===== config.mk =====
export PLATFORM = sky130hd
export DESIGN_NAME = pkt_buffer_writer_v0_1
export DESIGN_NICKNAME = d
export VERILOG_FILES = /design/src/rtl/pkt_buffer_writer_v0_1.sv
export SDC_FILE = /design/constraint.sdc
export NUM_CORES = 1
export LEC_CHECK = 0
export CORE_AREA = 4 4 240 242
export DETAILED_ROUTE_END_ITERATION = 10
export DIE_AREA = 0 0 244 246
export SLEW_MARGIN = 20
export SYNTH_ARGS = -nofsm -noshare
export SYNTH_HDL_FRONTEND = slang
export SYNTH_SLANG_ARGS = --single-unit

===== constraint.sdc =====
create_clock -name clk -period 2.1 [get_ports clk]
set_input_delay 0.21 -clock clk [delete_from_list [all_inputs] [get_ports clk]]
set_output_delay 0.21 -clock clk [all_outputs]
set_load 0.005 [all_outputs]

===== src/rtl/pkt_buffer_writer_v0_1.sv =====
// Write-side admission stage of the root PIFO packet buffer.
// Takes packets from a slave AXI-Stream, writes one buffer word per beat at the
// address manager's free-list head, drops whole packets that start while the
// address manager is almost full, and emits one {sop address, word count}
// descriptor per stored packet.
//
// Handshakes: every channel is strict valid/ready. A beat or descriptor
// transfers on the rising edge where valid and ready are both 1; a source
// holds valid and its payload stable until that edge, and ready never
// depends combinationally on valid.
module pkt_buffer_writer_v0_1 #(
    parameter int DATA_WIDTH = 256,
    parameter int ADDR_WIDTH = 12,
    parameter int LEN_WIDTH  = 6,
    parameter int CNT_WIDTH  = 32
) (
    input  logic                  clk,
    input  logic                  rstn,
    // Packet input
    input  logic [DATA_WIDTH-1:0] s_axis_tdata,
    input  logic                  s_axis_tvalid,
    input  logic                  s_axis_tlast,
    output logic                  s_axis_tready,
    // Address manager
    input  logic [ADDR_WIDTH-1:0] am_fl_head,
    input  logic                  am_almost_full,
    output logic                  am_wr_en,
    output logic                  am_first_word_en,
    // Data RAM write port
    output logic                  m_buf_wr_en,
    output logic [ADDR_WIDTH-1:0] m_buf_wr_addr,
    output logic [DATA_WIDTH-1:0] m_buf_wr_data,
    // Descriptor output
    output logic                  m_desc_valid,
    input  logic                  m_desc_ready,
    output logic [ADDR_WIDTH-1:0] m_desc_sop_addr,
    output logic [LEN_WIDTH-1:0]  m_desc_len,
    // Statistics
    output logic [CNT_WIDTH-1:0]  m_pkt_cnt,
    output logic [CNT_WIDTH-1:0]  m_drop_cnt,
    // Debug view of the admission state machine
    output logic [1:0]            dbg_state
);

    typedef enum logic [1:0] {
        ST_IDLE  = 2'd0,
        ST_WRITE = 2'd1,
        ST_DROP  = 2'd2
    } state_e;

    localparam logic [LEN_WIDTH-1:0] LEN_ONE = {{(LEN_WIDTH-1){1'b0}}, 1'b1};
    localparam logic [CNT_WIDTH-1:0] CNT_ONE = {{(CNT_WIDTH-1){1'b0}}, 1'b1};

    state_e                state_q, state_d;
    logic [ADDR_WIDTH-1:0] sop_q, sop_d;
    logic [LEN_WIDTH-1:0]  len_q, len_d;
    logic                  desc_valid_q, desc_valid_d;
    logic [ADDR_WIDTH-1:0] desc_sop_q, desc_sop_d;
    logic [LEN_WIDTH-1:0]  desc_len_q, desc_len_d;
    logic [CNT_WIDTH-1:0]  pkt_cnt_q, pkt_cnt_d;
    logic [CNT_WIDTH-1:0]  drop_cnt_q, drop_cnt_d;

    logic                  tready;
    logic                  accept;
    logic                  store;
    logic [LEN_WIDTH-1:0]  len_inc;

    // Handshake qualifiers and the saturating length increment
    always_comb begin
        tready  = (state_q == ST_IDLE) ? ~desc_valid_q : 1'b1;
        accept  = s_axis_tvalid & tready;
        len_inc = (&len_q) ? len_q : len_q + LEN_ONE;
    end

    // Next-state, store strobe, descriptor and counter updates
    always_comb begin
        state_d      = state_q;
        sop_d        = sop_q;
        len_d        = len_q;
        desc_valid_d = desc_valid_q;
        desc_sop_d   = desc_sop_q;
        desc_len_d   = desc_len_q;
        pkt_cnt_d    = pkt_cnt_q;
        drop_cnt_d   = drop_cnt_q;
        store        = 1'b0;

        // Consumer took the pending descriptor; a load below can never
        // coincide with this because no packet starts while one is pending.
        if (desc_valid_q && m_desc_ready) begin
            desc_valid_d = 1'b0;
        end

        case (state_q)
            ST_IDLE: begin
                if (accept) begin
                    if (am_almost_full) begin
                        // Whole packet is discarded; nothing is written.
                        if (s_axis_tlast) begin
                            drop_cnt_d = drop_cnt_q + CNT_ONE;
                        end else begin
                            state_d = ST_DROP;
                        end
                    end else begin
                        store = 1'b1;
                        sop_d = am_fl_head;
                        len_d = LEN_ONE;
                        if (s_axis_tlast) begin
                            // Single-beat packet: sop_q is not yet loaded,
                            // so the descriptor takes the head directly.
                            desc_valid_d = 1'b1;
                            desc_sop_d   = am_fl_head;
                            desc_len_d   = LEN_ONE;
                            pkt_cnt_d    = pkt_cnt_q + CNT_ONE;
                        end else begin
                            state_d = ST_WRITE;
                        end
                    end
                end
            end
            ST_WRITE: begin
                // Almost-full is deliberately ignored once a packet is admitted.
                if (accept) begin
                    store = 1'b1;
                    len_d = len_inc;
                    if (s_axis_tlast) begin
                        desc_valid_d = 1'b1;
                        desc_sop_d   = sop_q;
                        desc_len_d   = len_inc;
                        pkt_cnt_d    = pkt_cnt_q + CNT_ONE;
                        state_d      = ST_IDLE;
                    end
                end
            end
            ST_DROP: begin
                if (accept && s_axis_tlast) begin
                    drop_cnt_d = drop_cnt_q + CNT_ONE;
                    state_d    = ST_IDLE;
                end
            end
            default: begin
                state_d = ST_IDLE;
            end
        endcase
    end

    // State and datapath registers
    always_ff @(posedge clk or negedge rstn) begin
        if (!rstn) begin
            state_q      <= ST_IDLE;
            sop_q        <= '0;
            len_q        <= '0;
            desc_valid_q <= 1'b0;
            desc_sop_q   <= '0;
            desc_len_q   <= '0;
            pkt_cnt_q    <= '0;
            drop_cnt_q   <= '0;
        end else begin
            state_q      <= state_d;
            sop_q        <= sop_d;
            len_q        <= len_d;
            desc_valid_q <= desc_valid_d;
            desc_sop_q   <= desc_sop_d;
            desc_len_q   <= desc_len_d;
            pkt_cnt_q    <= pkt_cnt_d;
            drop_cnt_q   <= drop_cnt_d;
        end
    end

    // Write port is combinational from the accepted beat; zero when idle.
    assign s_axis_tready    = tready;
    assign m_buf_wr_en      = store;
    assign am_wr_en         = store;
    assign am_first_word_en = 1'b0;
    assign m_buf_wr_addr    = store ? am_fl_head : '0;
    assign m_buf_wr_data    = store ? s_axis_tdata : '0;

    assign m_desc_valid     = desc_valid_q;
    assign m_desc_sop_addr  = desc_sop_q;
    assign m_desc_len       = desc_len_q;
    assign m_pkt_cnt        = pkt_cnt_q;
    assign m_drop_cnt       = drop_cnt_q;
    assign dbg_state        = state_q;

endmodule


==> results of run 1 <==
registers in the layout, indices dropped and copies added, names as in the netlist:
| name | flops |
|---|---|
| len_q | 6 |
| m_pkt_cnt | 32 |
| m_desc_valid | 1 |
| m_desc_len | 6 |
| sop_q | 12 |
| m_desc_sop_addr | 12 |
| dbg_state | 2 |
| m_drop_cnt | 32 |
logic make-up after synthesis:
kind of cell | Yosys count | synth area share (%)
xor+xnor | 65 | 8.89
mux | 25 | 4.14
simple gates | 431 | 39.1
buf+inv | 47 | 3.05
other cells | 1 | 0.0586
flops | 103 | 40.3
compound gates | 43 | 3.87
fa+ha+maj | 3 | 0.586
stage by stage:
stage / TNS, ns / hold WS (ns) / setup slack (ns)
2_1_floorplan: 0 / -0.0856 / 0.154
3_3_place_gp: -102.90 / 0.226 / -0.507
3_5_place_dp: -112.22 / 0.234 / -0.561
4_1_cts: -126.34 / 0.384 / -0.642
5_1_grt: -66.04 / 0.432 / -0.341
6_report: -40.43 / 0.393 / -0.254
layout make-up:
type / count / area (sq um)
Antenna cell: 11 / 27.5
Clock inverter: 4 / 52.6
Fill cell: 5914 / 39000
Inverter: 5 / 18.8
Clock buffer: 12 / 256
Tap cell: 748 / 936
Multi-Input combinational cell: 568 / 4170
Sequential cell: 103 / 2580
Timing Repair Buffer: 774 / 8080
layer usage:
layer  GRT usage, %  vias to the layer above
met3           5.75                       60
met2           33.6                      384
li1               -                     3825
met5              0                        -
met1           23.2                     4158
met4           2.35                        2
power groups by stage:
stage | clock (mW) | combinational, mW | sequential, mW
6_report | 1.79 | 5.05 | 2.59
5_1_grt | 1.92 | 5.34 | 2.64
4_1_cts | 1.86 | 4.14 | 2.59
3_5_place_dp | 0 | 3.86 | 2.63
3_3_place_gp | 0 | 3.87 | 2.61
2_1_floorplan | 0 | 1.08 | 2.60
worst max-delay path by stage:
stage	from	end	depth (start not counted)
2_1_floorplan	m_desc_valid$_DFF_PN0_	m_buf_wr_data[250]	5
3_3_place_gp	am_almost_full	m_buf_wr_data[7]	7
3_5_place_dp	am_almost_full	m_buf_wr_data[167]	8
4_1_cts	m_desc_valid$_DFF_PN0_	m_buf_wr_data[45]	7
5_1_grt	m_desc_valid$_DFF_PN0_	m_buf_wr_data[150]	10
6_report	m_desc_valid$_DFF_PN0_	m_buf_wr_data[150]	10
synthesized netlist by cell type, drive strengths merged (6+ instances only):
cell type	n	share of area, %
o21ai	26	2.0
xnor2	38	5.2
nor2	26	1.5
a21oi	6	0.47
clkbuf	34	2.0
buf	8	0.76
nand4	15	1.7
and3	10	0.98
nand2	58	3.4
dfrtp	103	40
nand3	27	2.1
nor3	10	0.96
and2	268	26
mux2i	13	2.0
mux2	12	2.1
xor2	27	3.7
timing repair:
action,in CTS,in global routing
cloned,7,22
hold buffers,1,0
gates resized for setup,270,917
endpoints found under the hold margin,37,0
setup endpoints to repair,269,274
pin swaps,6,94
setup buffers,10,44
==> summary.md, run 1 <==
| Metric | Value |
|---|---|
| Setup violators final | `about 270` |
| Initial antenna violation count | `28` |
| Global route total overflow | `0` |
| RSZ-0062 raised after global routing | `yes` |
| Failing checks | `setup timing` |
| R2R cell count | `8` |
| Vias in the first global route | `8,498` |
| Netlist cell types | `44` |
| Async SR Flop Fraction | `100%` |
| Pwr Total | `9.43 mW` |
| Fin. Hold Viols | `0` |
| Layout cells sized above 1 | `43.7%` |
| Critical Path AT | `2.14 ns` |
| Routability cong. | `0.934` |
| Comb pwr share | `about 54%` |
| # H-tree levels | `3` |
| Non-filler cells, final | `2,225` |
| First-pass GRT wire length | `77.5 mm` |
| Critical-path top delay cell | `dfrtp_1` |
| P_int | `6.44 mW` |
| Fin. max-slew vios | `0` |
| Clock sinks | `103` |
| VDD IR-drop max | `0.499 mV` |
| Height of the die | `roughly 250 microns` |
| Synth Area per Inst | `roughly 8.9 sq um` |
| DRT iter0 DRCs | `367` |
| Worst skew pair latency | `0.36 ns` |
| Cell-by-cell trace of the critical path | `o21ba_4, nor3b_4, buf_6, buf_16, buf_16, buf_8, buf_6, buf_6, and2_4, buf_6` |
| # port buffers | `629` |
| Io pins | `631` |
| Final nets | `~1,700` |
| Maxcap violations | `0` |
| Crit Path Category | `reg2out` |
| Reg2reg setup slack | `0.11 ns` |
| Placement Rows | `86` |
| Leakage | `7.49 nW` |
| Setup crit end kind | `output port` |
| Tot GR Track Use | `18.9%` |
| WL met1 | `between 20 and 30 mm` |
| Core ar. | `55,100 sq um` |
| FF+latch count, synth | `103` |
| Routed WL per cell | `27.9 microns` |
| Final core occ | `29.2%` |
| Pwr Density | `586 nW/um^2` |
| CP Max Fanout | `5` |
| CP startpoint kind | `flop` |
| Cell area after synthesis | `6400 sq um` |
| Vias per Instance | `3.79` |
| Family with the most delay on the worst path | `buffers and inverters` |
| Worst path most repeated cell | `buf_6` |
| Worst reg2reg path startpoint | `dbg_state[1]$_DFFE_PN0P_` |
| Most frequent cells in the layout | `clkdlybuf4s50_1, buf_6, and2_4` |
| Syn Inst Count | `718` |
| Most common cell after layout, fill and taps aside | `clkdlybuf4s50_1` |
| Yosys warning count | `0` |
| Fmax achieved | `425 MHz` |
| Worst setup margin | `-0.254 ns` |
| Metal2 WL | `31.3 mm` |
| Max incr delay on CP | `0.40 ns` |
| Worst Path Required | `between 1.5 and 2 ns` |
| Post-DP Area | `~14,000 sq um` |
| Post-detail-place hpwl | `51.1 mm` |
| Sw Ratio | `31.7%` |
| Worst-path clk slew | `0.07 ns` |
| WL met3 | `4.53 mm` |
| Final WL | `62.2 mm` |
| Die Footprint | `60,000 sq um` |
| Period utilisation layout | `112%` |
| Worst slew pin tran | `0.549 ns` |
| Die Wd | `~240 microns` |
| Dpl cells | `between 2,000 and 2,500` |
| Vias | `8,429` |
| Post-synth EDFFs | `0` |
| Largest net degree at the start of global routing | `between 50 and 60` |
| Num CTS Buffers | `9` |
| Synth Net Count | `about 1,000` |
| Clock buffer depth | `2` |
| Drt drc | `0` |
| CTS tree | `yes` |
| Seq/Total Area, Yosys | `approximately two fifths` |
| Switch Pwr | `around 3 mW` |
| Prevailing post-synth register cell | `dfrtp_1` |
| Final antenna-violating net count | `0` |
| Worst flop-to-flop path endpoint | `m_pkt_cnt[19]$_DFFE_PN0P_` |
| WP buf/inv | `7` |
| Clock skew | `0.0106 ns` |
| DRT Pass-1 Iters | `6` |
| Worst hold path type | `in2async` |
| Part of the power in registers | `27.5%` |
| Worst rel slew slack | `63.4%` |
| DR top layer | `met5` |
| Clock Tree Root | `clkbuf_16` |
| Crit path time final | `2.35 ns` |
| Status | `finished, violations left` |
| Initial core utilization | `around 12%` |
| Fin area | `16,100 sq um` |
| P&R area growth vs syn | `152%` |
| Clock power frac | `a little under a fifth` |
Power figures use the tool's default switching activity.
==> inputs of run 2 (changes only) <==
==> constraint.sdc (replaced) <==
create_clock -name clk -period 2.3 [get_ports clk]
set_input_delay 0.23 -clock clk [delete_from_list [all_inputs] [get_ports clk]]
set_output_delay 0.23 -clock clk [all_outputs]
set_load 0.005 [all_outputs]
==> summary.md, run 2 (synthesis gave the netlist of run 1 again) <==
| Metric | Value |
|---|---|
| Initial core utilization | `11.6%` |
| DRT Pass-1 Iters | `4` |
| Die Wd | `~240 microns` |
| Layout cells sized above 1 | `39.1%` |
| Failing checks | `setup timing` |
| CTS tree | `yes` |
| Met1 usage | `a little under a quarter` |
| Crit Path Category | `reg2out` |
| Height of the die | `246 microns` |
| Clock sinks | `103` |
| Worst reg2reg path startpoint | `m_desc_valid$_DFF_PN0_` |
| CP startpoint kind | `flop` |
| # port buffers | `around 630` |
| Clock buffer depth | `2` |
| Worst rel slew slack | `just under 60%` |
| Crit path time final | `2.55 ns` |
| Met3 Track Usage GR | `roughly 5.6%` |
| Final antenna-violating net count | `0` |
| Placement Rows | `between 80 and 90` |
| Worst hold path type | `in2async` |
| Num CTS Buffers | `9` |
| Comb pwr share | `approximately 53%` |
| Sw Ratio | `a little under a third` |
| Initial antenna violation count | `30` |
| Maxcap violations | `0` |
| Worst Setup SP | `m_desc_valid$_DFF_PN0_` |
| Post-detail-place hpwl | `about 50 mm` |
| Worst slew pin tran | `0.622 ns` |
| Fin area | `15,800 sq um` |
| CP Max Fanout | `12` |
| Post-DP Area | `approximately 14,000 sq um` |
| DRT iter0 DRCs | `346` |
| Setup crit end kind | `output port` |
| P&R area growth vs syn | `147%` |
| Fin. Hold Viols | `0` |
| Io pins | `631` |
| Setup TNS | `-19.11 ns` |
| Drt drc | `0` |
| Most frequent cells in the layout | `clkdlybuf4s50_1, buf_6, and2_4` |
| Most common cell after layout, fill and taps aside | `clkdlybuf4s50_1` |
| Core ar. | `55,100 sq um` |
| Final nets | `approximately 1,700` |
| Routed WL per cell | `27.9 microns` |
| P_int | `5.80 mW` |
| Max incr delay on CP | `0.52 ns` |
| Pwr Density | `536 nW/um^2` |
| Vias in the first global route | `roughly 8,600` |
| GRT busiest layer | `met2` |
| Period utilisation layout | `111%` |
| VDD IR-drop max | `0.438 mV` |
| Clock skew | `0.00932 ns` |
| Critical-path top delay cell | `clkdlybuf4s50_1` |
| Clock power frac | `18.8%` |
| Largest net degree at the start of global routing | `43` |
| Fmax achieved | `392 MHz` |
| Global routing usage on met2 | `about a third` |
| # H-tree levels | `3` |
| Leakage | `approximately 7.6 nW` |
| Fin. max-slew vios | `0` |
| Worst Path Required | `around 2.1 ns` |
| Worst-path clk slew | `0.07 ns` |
| Status | `finished, violations left` |
| Routability cong. | `0.953` |
| Final WL | `just over 60 mm` |
| Critical Path AT | `between 2 and 2.5 ns` |
| Worst skew pair latency | `0.36 ns` |
| Switch Pwr | `~2.7 mW` |
| Tot GR Track Use | `about a fifth` |
| Vias | `approximately 8,500` |
| Cell-by-cell trace of the critical path | `o21ba_4, nor3b_4, buf_6, buf_16, buf_8, and2_1, clkdlybuf4s50_1` |
| Clock Tree Root | `clkbuf_16` |
| RSZ-0062 raised after global routing | `yes` |
| Worst setup margin | `-0.249 ns` |
| Vias per Instance | `~3.8` |
| Die Footprint | `60,000 sq um` |
| Part of the power in registers | `28.0%` |
| Global route total overflow | `0` |
| Setup violators final | `202` |
| First-pass GRT wire length | `a little under 80 mm` |
## run 2: changes by cell type in the layout (fill, tap and decap cells not counted), moves of 4 or more
cell	change
and2_1	+40
and2_4	-39
buf_2	+39
buf_6	-31
clkbuf_2	-19
buf_4	-14
dlymetal6s2s_1	+14
buf_12	+8
diode_2	-5
buf_16	-4
## run 2: final timing paths
| kind | end | slack [ns] | depth (start not counted) |
|---|---|---|---|
| worst min register to register | m_drop_cnt[31]$_DFFE_PN0P_ | 0.47 | 1 |
| worst min-delay path | m_pkt_cnt[2]$_DFFE_PN0P_ | 0.41 | 2 |
| min in group clk | m_drop_cnt[31]$_DFFE_PN0P_ | 0.47 | 1 |
| max in group asynchronous | len_q[0]$_DFFE_PN0P_ | 1.23 | 3 |
| worst max-delay path | m_buf_wr_data[253] | -0.25 | 7 |
| worst max register to register | len_q[0]$_DFFE_PN0P_ | 0.15 | 12 |
## run 2: critical path: cells and delay by family (launching register included)
kind,cells,cell delay (ns)
buffers and inverters,4,0.97
DFF,1,0.40
and+or+nand+nor,2,0.33
AOI/OAI and AO/OA,1,0.24
## run 2: repair_timing
action	in CTS	in global routing
gates resized for setup	583	605
buffers inserted	50	39
endpoints found under the hold margin	38	0
endpoints found under the setup margin	259	265
hold buffers	1	0
pin swaps	18	60
gates cloned	8	11
## run 2: through the flow
step	worst slack [ns]	std cells	util, %	hold WS (ns)	total power, mW
floorplan	0.334	718	-	-0.0656	3.36
global placement	-0.339	2103	25.4	0.274	5.91
detailed placement	-0.366	2103	25.4	0.286	5.92
CTS	-0.428	2177	27.1	0.419	8.04
global route	-0.321	2217	28.7	0.450	8.96
finish	-0.249	2219	28.8	0.413	8.50
## run 2: final cells by class
class / count / area [sq um]
Sequential cell: 103 / 2580
Clock inverter: 4 / 52.6
Timing Repair Buffer: 773 / 7950
Fill cell: 5908 / 39300
Inverter: 5 / 18.8
Clock buffer: 12 / 246
Multi-Input combinational cell: 568 / 4040
Tap cell: 748 / 936
Antenna cell: 6 / 15.0
## run 2: per-layer routing
metal	vias to the layer above	share of wire, %
met5	-	0
met4	0	1.4
met3	71	7.6
met2	387	51
met1	4179	40
li1	3816	-
## run 2: power by group through the flow
stage               logic (mW)  registers [mW]  clock network, mW
finish                    4.52            2.38               1.59
global route              4.81            2.42               1.73
CTS                       3.98            2.38               1.67
detailed placement        3.51            2.41                  0
global placement          3.52            2.39                  0
floorplan                0.982            2.37                  0
